## config.mk

```make
export PLATFORM = sky130hd
export DESIGN_NAME = dsm_fx
export DESIGN_NICKNAME = d
export VERILOG_FILES = /design/src/rtl/dsm_fx.sv
export SDC_FILE = /design/constraint.sdc
export NUM_CORES = 1
export LEC_CHECK = 0
export CORE_MARGIN = 2
export CORE_UTILIZATION = 57
export CTS_BUF_LIST = sky130_fd_sc_hd__clkbuf_8
export DETAILED_ROUTE_END_ITERATION = 12
export PLACE_DENSITY = 0.79
export SYNTH_ARGS = -nofsm -noshare
export SYNTH_HDL_FRONTEND = slang
export SYNTH_SLANG_ARGS = --single-unit
```

## constraint.sdc

```tcl
create_clock -name clk -period 8.91 [get_ports clk]
set_clock_uncertainty 0.2 [all_clocks]
set_input_delay 2.2275 -clock clk [delete_from_list [all_inputs] [get_ports clk]]
set_output_delay 2.2275 -clock clk [all_outputs]
set_load 0.005 [all_outputs]
```

## src/rtl/dsm_fx.sv

```systemverilog
// Fixed-point first/second-order delta-sigma modulator with saturating integrators,
// overload detection and an automatic flush/recovery sequence.
module dsm_fx #(
  parameter int DW        = 16,
  parameter int GUARD     = 4,
  parameter int FB_MAG    = 2**(DW-1)-1,
  parameter int OVL_LIM   = 8,
  parameter int FLUSH_LEN = 16,
  parameter int CW        = 8
) (
  input  logic                 clk,
  input  logic                 rstx,
  input  logic                 en,
  input  logic                 order_sel,
  input  logic signed [DW-1:0] data_in,
  input  logic                 ovl_clr,
  output logic                 data_out,
  output logic                 data_vld,
  output logic                 ovl,
  output logic [CW-1:0]        ovl_cnt
);
  localparam int IW  = DW + GUARD;
  localparam int SW  = IW + 2;
  localparam int SRW = $clog2(OVL_LIM + 1);
  localparam int FLW = $clog2(FLUSH_LEN + 1);

  localparam logic signed [IW-1:0] I_MAX = {1'b0, {(IW-1){1'b1}}};
  localparam logic signed [IW-1:0] I_MIN = -I_MAX;
  localparam logic signed [SW-1:0] W_MAX = {2'b00, I_MAX};
  localparam logic signed [SW-1:0] W_MIN = {2'b11, I_MIN};
  localparam logic signed [SW-1:0] W_FB  = SW'(FB_MAG);

  typedef enum logic {RUN, RECOVER} state_t;

  state_t                state_reg, state_next;
  logic signed [IW-1:0]  i1_reg, i1_next;
  logic signed [IW-1:0]  i2_reg, i2_next;
  logic [SRW-1:0]        sat_run_reg, sat_run_next;
  logic [FLW-1:0]        flush_reg, flush_next;
  logic                  toggle_reg, toggle_next;
  logic                  order_q_reg, order_q_next;
  logic                  vld_reg, vld_next;
  logic                  ovl_reg, ovl_next;
  logic [CW-1:0]         cnt_reg, cnt_next;

  logic signed [SW-1:0]  fb, din_x, i1_x, i2_x, i1_new_x, i1_sum, i2_sum;
  logic signed [IW-1:0]  i1_new, i2_new;
  logic                  sat_hit, order_chg, ovl_set;

  function automatic logic signed [IW-1:0] sat(input logic signed [SW-1:0] v);
    if (v > W_MAX)
      return I_MAX;
    else if (v < W_MIN)
      return I_MIN;
    else
      return v[IW-1:0];
  endfunction

  // Feedback polarity follows the bit currently presented on data_out.
  assign fb       = data_out ? W_FB : -W_FB;
  assign din_x    = {{(SW-DW){data_in[DW-1]}}, data_in};
  assign i1_x     = {{2{i1_reg[IW-1]}}, i1_reg};
  assign i2_x     = {{2{i2_reg[IW-1]}}, i2_reg};
  assign i1_sum   = din_x - fb + i1_x;
  assign i1_new   = sat(i1_sum);
  assign i1_new_x = {{2{i1_new[IW-1]}}, i1_new};
  assign i2_sum   = i1_new_x - fb + i2_x;
  assign i2_new   = sat(i2_sum);

  assign sat_hit   = order_q_reg ? (i2_new == I_MAX || i2_new == I_MIN)
                                 : (i1_new == I_MAX || i1_new == I_MIN);
  assign order_chg = (order_sel != order_q_reg);

  assign data_out = (state_reg == RECOVER) ? toggle_reg
                  : (order_q_reg ? ~i2_reg[IW-1] : ~i1_reg[IW-1]);
  assign data_vld = vld_reg;
  assign ovl      = ovl_reg;
  assign ovl_cnt  = cnt_reg;

  always_comb begin
    state_next   = state_reg;
    i1_next      = i1_reg;
    i2_next      = i2_reg;
    sat_run_next = sat_run_reg;
    flush_next   = flush_reg;
    toggle_next  = toggle_reg;
    order_q_next = order_q_reg;
    cnt_next     = cnt_reg;
    vld_next     = en;
    ovl_set      = 1'b0;

    // An order switch discards loop history regardless of en.
    if (order_chg) begin
      order_q_next = order_sel;
      i1_next      = '0;
      i2_next      = '0;
      sat_run_next = '0;
    end

    if (en) begin
      case (state_reg)
        RUN: begin
          if (!order_chg) begin
            i1_next = i1_new;
            i2_next = order_q_reg ? i2_new : '0;
            if (!sat_hit)
              sat_run_next = '0;
            else if (sat_run_reg == SRW'(OVL_LIM - 1))
              ovl_set = 1'b1;
            else
              sat_run_next = sat_run_reg + SRW'(1);
          end
        end
        RECOVER: begin
          toggle_next = ~toggle_reg;
          i1_next     = '0;
          i2_next     = '0;
          if (flush_reg == FLW'(FLUSH_LEN - 1)) begin
            state_next = RUN;
            flush_next = '0;
          end else begin
            flush_next = flush_reg + FLW'(1);
          end
        end
        default: ;
      endcase
    end

    if (ovl_set) begin
      state_next   = RECOVER;
      i1_next      = '0;
      i2_next      = '0;
      sat_run_next = '0;
      flush_next   = '0;
      toggle_next  = 1'b1;
      if (cnt_reg != {CW{1'b1}})
        cnt_next = cnt_reg + CW'(1);
    end

    // A new overload wins over a simultaneous clear.
    ovl_next = ovl_set | (ovl_reg & ~ovl_clr);
  end

  always_ff @(posedge clk) begin
    if (!rstx) begin
      state_reg   <= RUN;
      i1_reg      <= '0;
      i2_reg      <= '0;
      sat_run_reg <= '0;
      flush_reg   <= '0;
      toggle_reg  <= 1'b1;
      order_q_reg <= order_sel;
      vld_reg     <= 1'b0;
      ovl_reg     <= 1'b0;
      cnt_reg     <= '0;
    end else begin
      state_reg   <= state_next;
      i1_reg      <= i1_next;
      i2_reg      <= i2_next;
      sat_run_reg <= sat_run_next;
      flush_reg   <= flush_next;
      toggle_reg  <= toggle_next;
      order_q_reg <= order_q_next;
      vld_reg     <= vld_next;
      ovl_reg     <= ovl_next;
      cnt_reg     <= cnt_next;
    end
  end
endmodule

```

==> results.py, run 1 <==
metrics = {
    "synthesis": {
        "synth_top_area_share": 0.1845,
        "synth-seq-cells": 62,
        "synth_top_cell_by_area": "dfxtp_1",
        "async_reset_ff_frac": 0,
        "synth_area_um2": 6620,
        "ys_warn_count": 0,
        "synth.most_common_cell": "nor2_1",
        "syn_avg_cell_area_um2": 7.995,
        "yosys-top-cells-count": "nor2_1, a21oi_1, dfxtp_1",
        "yosysUniqueCellTypes": 74,
        "ys.flop_type": "dfxtp_1",
        "synth_cells": 828,
        "synth-seq-area-share": 0.1890,
        "synth_edf_count": 1,
        "synth.area.top_cells": "dfxtp_1, fa_1, ha_1, a21oi_1, nor2_1",
        "synth.net_count": 934,
    },
    "status": {
        "error_line": "[ERROR GRT-0232] Routing congestion too high. Check the congestion heatmap in the GUI.",
        "lastStage": "global routing (5_1_grt)",
        "status": "aborted with a tool error",
    },
    "die": {
        "num_io_pins": 32,
        "std_cell_rows": 39,
        "die_h_um": 111.8,
        "die_x_um": 111.8,
        "start_util": 0.5823,
    },
    "clock_tree": {
        "cts-root-buf": "clkbuf_8",
        "clk_path_buf_depth": 2,
        "numCtsBuffers": 9,
        "h-tree-depth": 3,
        "cts_hold_buffers": 0,
        "clkSinkCount": 62,
    },
    "placement": {
        "dpl.hpwl_um": 17380,
        "placed_cells": 1179,
        "gp_congestion": 0.9564,
        "io_buffers": 31,
    },
    "sta": {
        "worst-ep-kind": "register data pin",
        "grt_repair_worst_endpoint": "ovl_cnt[1]$_SDFFE_PN0P_/D",
    },
    "global_routing": {
        "grt_max_degree": 41,
        "grt_use_total": 0.8573,
        "grt_overflow_total": 269,
    },
}
[timing repair]
item / CTS
endpoints found under the setup margin: 60
buffers inserted: 35
gates cloned: 5
resized for setup: 181
pin swaps: 90
[per-layer routing]
layer | GRT overflow | GRT usage
met1 | 4 | 0.8462
met2 | 158 | 1.022
met3 | 2 | 0.7120
met4 | 105 | 0.8922
met5 | 0 | 0.2627
[cell families after synthesis]
logic type,share of synthesized area
and+or+nand+nor,0.2251
DFF,0.1890
buffers and inverters,0.06237
adders and majority gates,0.2060
AOI/OAI and AO/OA,0.2714
xor gates and xnor gates,0.03704
muxes,0.009072
[per-stage QoR]
| stage | worst slack, ns | area [um^2] | hold WS, ns |
|---|---|---|---|
| after floorplan | -0.1470 | 6703 | 0.2287 |
| after global placement | -1.091 | 8678 | 0.2472 |
| after detailed placement | -1.269 | 8678 | 0.2524 |
| after CTS | -0.2760 | 10070 | 0.2639 |
==> inputs of run 2 (changes only) <==
--- a/config.mk
+++ b/config.mk
@@ -6,10 +6,9 @@
 export NUM_CORES = 1
 export LEC_CHECK = 0
 export CORE_MARGIN = 2
-export CORE_UTILIZATION = 57
-export CTS_BUF_LIST = sky130_fd_sc_hd__clkbuf_8
+export CORE_UTILIZATION = 40
 export DETAILED_ROUTE_END_ITERATION = 12
-export PLACE_DENSITY = 0.79
+export PLACE_DENSITY_LB_ADDON = 0.15
 export SYNTH_ARGS = -nofsm -noshare
 export SYNTH_HDL_FRONTEND = slang
 export SYNTH_SLANG_ARGS = --single-unit
==> constraint.sdc (replaced) <==
create_clock -name clk -period 11.6 [get_ports clk]
set_clock_uncertainty 0.2 [all_clocks]
set_input_delay 2.9 -clock clk [delete_from_list [all_inputs] [get_ports clk]]
set_output_delay 2.9 -clock clk [all_outputs]
set_load 0.005 [all_outputs]
==> run 2 against run 1 <==
The run now ends clean. Synthesized area unchanged. Synthesized cell count unchanged.
==> results.py, run 2 <==
metrics = {
    "status": {
        "status": "complete, no violations",
    },
    "placement": {
        "gp_congestion": 0.9189,
        "io_buffers": 31,
        "dpl.hpwl_um": 14940,
    },
    "synthesis": {
        "synth.net_count": 934,
        "syn_avg_cell_area_um2": 7.995,
        "synth-seq-area-share": 0.1890,
        "synth.area.top_cells": "dfxtp_1, fa_1, ha_1, a21oi_1, nor2_1",
        "yosysUniqueCellTypes": 74,
        "async_reset_ff_frac": 0,
        "synth_area_um2": 6620,
        "synth_top_area_share": 0.1845,
        "ys_warn_count": 0,
        "yosys-top-cells-count": "nor2_1, a21oi_1, dfxtp_1",
        "ys.flop_type": "dfxtp_1",
        "synth_cells": 828,
        "synth_edf_count": 1,
        "synth-seq-cells": 62,
        "synth.most_common_cell": "nor2_1",
        "synth_top_cell_by_area": "dfxtp_1",
    },
    "worst_setup_path": {
        "worst_r2r_path_depth": 28,
        "crit_start": "data_in[2]",
        "start_kind": "input pin",
        "arrival_ns": 11.07,
        "critPathMaxFanout": 18,
        "worst_ep_required_time_ns": 11.67,
        "r2r_end": "ovl_cnt[3]",
        "endpoint_kind": "register",
        "r2r-start": "order_q_reg",
        "path_class": "input pin to register",
        "r2r_slack_ns": 1.93,
        "cp-endpoint": "ovl_cnt[3]",
    },
    "clock_tree": {
        "cts-root-buf": "clkbuf_16",
        "h-tree-depth": 3,
        "tritoncts": "built",
        "clkSinkCount": 62,
        "clk_pin_slew_ns": 0.06,
        "cts_resized": 0,
        "clk_latency_ns": 0.35,
        "clk_path_buf_depth": 2,
        "cts_hold_buffers": 0,
        "cts_setup_buffers": 0,
        "numCtsBuffers": 9,
    },
    "sta": {
        "fin_worst_hold_slack_ns": 0.2542,
        "setup_viol": 0,
        "clock.fmax_ghz": 0.09096,
        "tightest_slew_ns": 0.8037,
        "period_minus_slack_ns": 10.99,
        "drv_slew": 0,
        "slew-limit-headroom": 0.4634,
        "rsz0062_at_grt": "no",
        "fin_setup_tns_ns": 0,
        "fin_crit_sh": 0.9478,
        "hold_violations": 0,
    },
    "drt": {
        "dr_total_vias": 6362,
        "drt_first_iter_violations": 493,
        "drtAntennaViolNets": 0,
        "wire_per_inst_um": 18.20,
        "wl_um": 19400,
        "drc": 0,
        "dr.pass1.iters": 5,
        "vias_per_cell": 5.968,
    },
    "global_routing": {
        "grt_overflow_total": 0,
        "grt_use_total": 0.2244,
        "grt_pass1_vias": 6175,
        "antenna_found_initial": 0,
        "grt_pass1_wl_um": 32100,
        "grt_max_degree": 41,
    },
    "final_layout": {
        "fill_cells": 1667,
        "final_common_cell": "nor2_1",
        "diodes": 0,
        "layout-drive-gt1-share": 0.06619,
        "area_growth_pct": 12.36,
        "final_cell_mix": "nor2_1, a21oi_1, dfxtp_1",
        "nets": 947,
    },
    "die": {
        "dieArea_um2": 17590,
        "num_io_pins": 32,
        "start_util": 0.4035,
        "die_x_um": 132.6,
        "die_h_um": 132.6,
        "std_cell_rows": 47,
        "core_area_um2": 16410,
    },
    "min_path": {
        "hp-class": "register to register",
        "hold_path_depth": 2,
    },
    "flow_run": {
        "drv_cap": 0,
    },
}
-- run 2: cell type report --
type	count	area, um^2	area share
clock buffers	10	239.0	0.03213
clock inverters	6	66.31	0.008915
inverters	59	221.5	0.02977
multi-input cells	665	4965	0.6675
flip-flops and latches	62	1251	0.1682
well taps	220	275.3	0.03701
repair buffers	44	420.4	0.05652
-- run 2: worst min-delay path by stage --
stage	startpoint	end	slack, ns
final	flush_reg[4]	flush_reg[4]	0.25
after global routing	i2_reg[0]	i2_reg[0]	0.27
after CTS	flush_reg[4]	flush_reg[4]	0.25
after detailed placement	flush_reg[4]	flush_reg[4]	0.24
after global placement	flush_reg[4]	flush_reg[4]	0.24
after floorplan	flush_reg[4]	flush_reg[4]	0.23
-- run 2: kinds of logic (layout without fill, tap and decap cells) --
logic type	after synthesis	in the layout	synth area share
AO/OA/AOI/OAI	258	258	0.2714
buffers and inverters	101	119	0.06237
flip-flops	62	62	0.1890
XOR/XNOR	28	28	0.03704
multiplexers	6	6	0.009072
AND/OR/NAND/NOR	288	288	0.2251
adder cells (fa/ha/maj)	85	85	0.2060
-- run 2: per-stage QoR --
stage / instances / area [um^2] / worst slack (ns) / util
CTS: 1066 / 7432 / 0.5838 / 0.4530
global route: 1066 / 7438 / 0.04997 / 0.4534
detailed placement: 1050 / 7127 / 0.3252 / 0.4344
floorplan: 828 / 6620 / 1.372 / -
finish: 1066 / 7438 / 0.6057 / 0.4534
global placement: 1050 / 7127 / 0.4513 / 0.4344
-- run 2: routing by layer --
metal  up-vias  global-route usage  routed length [um]
li1       3095                   -                   -
met1      3093              0.3069                9327
met2       150              0.3716                9042
met3        24             0.02567                 718
met4         0             0.06930                 311
met5         -                   0                   0
-- run 2: critical path, stage by stage --
cell             delay [ns]
clkdlybuf4s50_1        0.44
fa_1                   0.50
ha_1                   0.41
nor2b_1                0.20
o311a_1                0.35
o31ai_2                0.45
o31ai_1                0.19
a221o_1                0.40
xnor2_1                0.19
nor2b_1                0.20
a21oi_1                0.09
buf_4                  0.19
o41ai_1                0.44
fa_1                   0.53
ha_1                   0.51
nand4_1                0.26
a2111oi_2              0.55
or4_1                  0.22
nand3_1                0.08
or4_1                  0.43
o41ai_2                0.37
and2_2                 0.25
nand3_4                0.19
or4_1                  0.55
a21oi_1                0.16
Power of run 2 is left out: the tool's default activity adds up to more than one toggle a clock period on the data nets, which glitch-free logic cannot reach.
==> inputs of run 3 (changes only) <==
--- a/config.mk
+++ b/config.mk
@@ -7,8 +7,9 @@
 export LEC_CHECK = 0
 export CORE_MARGIN = 2
 export CORE_UTILIZATION = 40
+export CTS_CLUSTER_SIZE = 40
 export DETAILED_ROUTE_END_ITERATION = 12
-export PLACE_DENSITY_LB_ADDON = 0.15
+export GPL_ROUTABILITY_DRIVEN = 0
 export SYNTH_ARGS = -nofsm -noshare
 export SYNTH_HDL_FRONTEND = slang
 export SYNTH_SLANG_ARGS = --single-unit
==> run 3 against run 2 <==
Register-to-register slack improved by 0.06 ns. Sequential share of layout area about the same. Critical path type unchanged. Clock-buffer cell count grew 1. Final cell count grew 0.38%. Non-clock buffer count grew 4. Via count is the same. Largest cell class unchanged. Utilization up 0.084 points. Die area stayed put.
==> results.py, run 3 (same netlist as run 2, synthesis figures left out) <==
metrics = {
    "drt": {
        "drtAntennaViolNets": 0,
        "vias_per_cell": 5.946,
        "wl_um": 18610,
        "wire_per_inst_um": 17.39,
        "drc": 0,
        "dr_total_vias": 6362,
        "drt_first_iter_violations": 450,
        "dr.pass1.iters": 5,
    },
    "sta": {
        "slew-limit-headroom": 0.4909,
        "clock.fmax_ghz": 0.09134,
        "fin_worst_hold_slack_ns": 0.2521,
        "hold_violations": 0,
        "drv_slew": 0,
        "period_minus_slack_ns": 10.95,
        "setup_viol": 0,
        "tightest_slew_ns": 0.7625,
        "fin_setup_tns_ns": 0,
        "fin_crit_sh": 0.9438,
        "rsz0062_at_grt": "no",
    },
    "clock_tree": {
        "cts_setup_buffers": 0,
        "h-tree-depth": 3,
        "clk_pin_slew_ns": 0.05,
        "clk_latency_ns": 0.34,
        "tritoncts": "built",
        "cts_resized": 0,
        "cts-root-buf": "clkbuf_16",
        "clkSinkCount": 62,
        "clk_path_buf_depth": 2,
        "numCtsBuffers": 9,
        "cts_hold_buffers": 0,
    },
    "worst_setup_path": {
        "worst_ep_required_time_ns": 11.66,
        "cp.depth": 25,
        "start_kind": "input pin",
        "max_stage_delay_ns": 0.56,
        "arrival_ns": 11.01,
        "r2r_slack_ns": 1.99,
        "endpoint_kind": "register",
        "crit_start": "data_in[2]",
        "crit_buf_inv": 2,
        "cp-endpoint": "ovl_cnt[4]",
        "r2r_end": "ovl_cnt[4]",
        "critical-path-top-delay-family": "compound AO/OA/AOI/OAI gates",
        "critPathMaxFanout": 18,
        "worst_r2r_path_depth": 28,
        "r2r-start": "order_q_reg",
        "crit_path_frequent_cell": "or4_1",
        "path_class": "input pin to register",
        "slowest_stage": "a2111oi_2",
    },
    "final_layout": {
        "diodes": 0,
        "area_growth_pct": 12.57,
        "multi_input_comb_area_um2": 4965,
        "layout-drive-gt1-share": 0.06941,
        "final_common_cell": "nor2_1",
        "final_cell_mix": "nor2_1, a21oi_1, dfxtp_1",
        "fill_cells": 1635,
        "nets": 951,
        "stdcell_count": 1070,
        "regArea_um2": 1251,
    },
    "placement": {
        "placed_cells": 1054,
        "io_buffers": 31,
        "dpl.hpwl_um": 14210,
    },
    "global_routing": {
        "grt-busiest-layer": "met2",
        "grt_max_degree": 49,
        "antenna_found_initial": 0,
        "grt_overflow_total": 0,
        "grt_use_total": 0.2183,
        "use_met2": 0.3495,
        "met1_usage": 0.3074,
        "grt_pass1_wl_um": 31440,
        "gr-usage-met3": 0.02375,
        "grt_pass1_vias": 6107,
    },
    "flow_run": {
        "drv_cap": 0,
    },
    "die": {
        "dieArea_um2": 17590,
        "num_io_pins": 32,
        "core_area_um2": 16410,
        "start_util": 0.4035,
        "die_x_um": 132.6,
        "die_h_um": 132.6,
        "std_cell_rows": 47,
    },
    "status": {
        "status": "complete, no violations",
    },
    "min_path": {
        "hp-class": "register to register",
    },
}
run 3: cell types whose count changed in the layout (fill, tap and decap cells not counted), sizes merged:
cell	delta
buf	+4
bufinv	-1
clkbuf	+1
clkinv	+1
clkinvlp	+1
inv	-2
run 3: metal layers:
layer  routed length, um  share of wire  vias to the layer above
met3                 774          0.042                       27
met5                   0              0                        -
li1                    -              -                     3113
met4                 370          0.020                        0
met2                8622           0.46                      167
met1                8840           0.48                     3055
run 3: how the worst min path moves through the flow:
stage / startpoint / end / slack (ns) / cells past startpoint
finish: flush_reg[4] / flush_reg[4] / 0.25 / 2
global route: i2_reg[0] / i2_reg[0] / 0.28 / 2
CTS: flush_reg[4] / flush_reg[4] / 0.26 / 2
detailed placement: flush_reg[4] / flush_reg[4] / 0.25 / 2
global placement: flush_reg[4] / flush_reg[4] / 0.25 / 2
floorplan: flush_reg[4] / flush_reg[4] / 0.23 / 2
run 3: final cells by class:
class	instances	share of cell area
clock inverters	5	0.004533
flip-flops and latches	62	0.1679
well taps	220	0.03694
repair buffers	48	0.06212
multi-input cells	665	0.6662
inverters	59	0.02972
clock buffers	11	0.03257
run 3: through the flow:
step	cell area (um^2)	utilization	setup slack (ns)
6_report	7452	0.4542	0.6518
5_1_grt	7452	0.4542	0.03252
4_1_cts	7446	0.4538	0.6075
3_5_place_dp	7169	0.4370	0.2686
3_3_place_gp	7169	0.4370	0.4612
2_1_floorplan	6620	-	1.372
run 3: tightest hold or removal path: stages, from the launching register on:
cell,delay [ns]
dfxtp_1,0.30
o21ai_0,0.07
nor2_1,0.04
Power of run 3 is left out for the same reason.
==> inputs of run 4 (changes only) <==
==> constraint.sdc (replaced) <==
create_clock -name clk -period 10.7 [get_ports clk]
set_clock_uncertainty 0.2 [all_clocks]
set_input_delay 2.675 -clock clk [delete_from_list [all_inputs] [get_ports clk]]
set_output_delay 2.675 -clock clk [all_outputs]
set_load 0.005 [all_outputs]
==> run 4 against run 3 <==
Sequential share of layout area fell by 0.95 points. Critical path depth rose by 4. Via count rose by 1.5%. Flip-flop and latch count did not move. Hold slack improved by 0.0023 ns. Final cell count rose by 4.7%. Utilization rose by 2.7 points. Largest cell class unchanged. Highest routed layer unchanged.
==> results.py, run 4 (same netlist as run 2, synthesis figures left out) <==
metrics = {
    "final_layout": {
        "diodes": 0,
        "layout-drive-gt1-share": 0.1267,
        "utilization": 0.4814,
        "multi_input_comb_area_um2": 5025,
        "final_cell_mix": "nor2_1, a21oi_1, buf_4",
        "fill_cells": 1606,
        "regArea_um2": 1251,
        "final_common_cell": "nor2_1",
        "nets": 1001,
        "area_growth_pct": 19.32,
    },
    "sta": {
        "rsz0062_at_grt": "yes",
        "clock.fmax_ghz": 0.09697,
        "setup_ws_ns": 0.3875,
        "slew-limit-headroom": 0.2409,
        "setup_viol": 0,
        "tightest_slew_ns": 1.135,
        "drv_slew": 0,
        "period_minus_slack_ns": 10.31,
        "fin_crit_sh": 0.9638,
        "hold_violations": 0,
    },
    "global_routing": {
        "grt-busiest-layer": "met2",
        "grt_overflow_total": 0,
        "grt_max_degree": 49,
        "grt_pass1_vias": 6106,
        "grt_use_total": 0.2178,
        "antenna_found_initial": 0,
        "grt_pass1_wl_um": 31210,
        "met1_usage": 0.3016,
        "gr-usage-met3": 0.02567,
        "use_met2": 0.3584,
    },
    "worst_setup_path": {
        "endpoint_kind": "register",
        "critPathMaxFanout": 11,
        "worst_r2r_path_depth": 32,
        "crit_path_frequent_cell": "buf_4",
        "r2r-start": "order_q_reg",
        "r2r_slack_ns": 1.52,
        "worst_ep_required_time_ns": 10.77,
        "slowest_stage": "or4b_1",
        "start_kind": "input pin",
        "max_stage_delay_ns": 0.55,
        "r2r_end": "ovl_cnt[4]",
        "arrival_ns": 10.38,
        "path_class": "input pin to register",
    },
    "drt": {
        "drtAntennaViolNets": 0,
        "wl_um": 18830,
        "dr_total_vias": 6459,
        "drc": 0,
        "vias_per_cell": 5.767,
        "drt_first_iter_violations": 559,
        "wire_per_inst_um": 16.81,
        "dr.pass1.iters": 5,
    },
    "min_path": {
        "hp-class": "register to register",
        "hold_path_depth": 2,
        "hold_end": "flush_reg[4]",
        "min_from": "flush_reg[4]",
    },
    "die": {
        "core_area_um2": 16410,
        "start_util": 0.4035,
        "die_x_um": 132.6,
        "die_h_um": 132.6,
        "num_io_pins": 32,
        "std_cell_rows": 47,
        "dieArea_um2": 17590,
    },
    "clock_tree": {
        "cts-root-buf": "clkbuf_16",
        "clk_pin_slew_ns": 0.06,
        "numCtsBuffers": 9,
        "clkSinkCount": 62,
        "h-tree-depth": 3,
        "tritoncts": "built",
        "clk_path_buf_depth": 2,
        "clk_latency_ns": 0.34,
    },
    "placement": {
        "io_buffers": 31,
        "pre_cts_ws_ns": -0.01350,
        "dpl.hpwl_um": 14640,
    },
    "flow_run": {
        "drv_cap": 0,
    },
    "status": {
        "status": "complete, no violations",
    },
}
run 4: cell types whose count changed in the layout (fill, tap and decap cells not counted), moves of 2 or more:
cell and delta:
a2111oi_2 -2, a2111oi_4 +2, clkinvlp_4 -2, buf_4 +51
run 4: worst max-delay path by stage:
stage,startpoint,end
2_1_floorplan,data_in[3],ovl_cnt[3]
3_3_place_gp,data_in[2],ovl_cnt[5]
3_5_place_dp,data_in[2],ovl_cnt[4]
4_1_cts,data_in[2],ovl_cnt[4]
5_1_grt,data_in[2],ovl_cnt[1]
6_report,data_in[2],ovl_cnt[4]
run 4: metal layers:
metal  wire length [um]  part of all wire
met1               9065              0.48
met2               8846              0.47
met3                633             0.034
met4                282             0.015
met5                  0                 0
run 4: worst max-delay path, delay by kind of cell:
family                   cells  cell delay, ns
AO/OA/AOI/OAI                6            1.75
buffers and inverters        5            1.02
AND/OR/NAND/NOR             13            3.18
XOR/XNOR                     1            0.23
adder cells (fa/ha/maj)      4            1.50
run 4: repair_timing:
item	in CTS	in global routing
setup buffers	0	0
gates resized for setup	0	9
hold buffers	0	0
endpoints found under the setup margin	0	55
run 4: through the flow:
| stage | hold slack, ns | std cells | area, um^2 | TNS [ns] |
|---|---|---|---|---|
| after floorplan | 0.2287 | 828 | 6620 | 0 |
| after global placement | 0.2399 | 1104 | 7532 | 0 |
| after detailed placement | 0.2426 | 1104 | 7532 | -0.02357 |
| after CTS | 0.2527 | 1120 | 7833 | 0 |
| after global routing | 0.2703 | 1120 | 7899 | -0.07739 |
| final | 0.2543 | 1120 | 7899 | 0 |
run 4: cell type report:
cell class / count / share of cell area
clock buffer: 11 / 0.03073
clock inverter: 5 / 0.007287
inverter: 59 / 0.02804
multi-input combinational: 665 / 0.6361
sequential: 62 / 0.1584
tap: 220 / 0.03485
timing repair buffer: 98 / 0.1045
Power of run 4 is left out for the same reason.
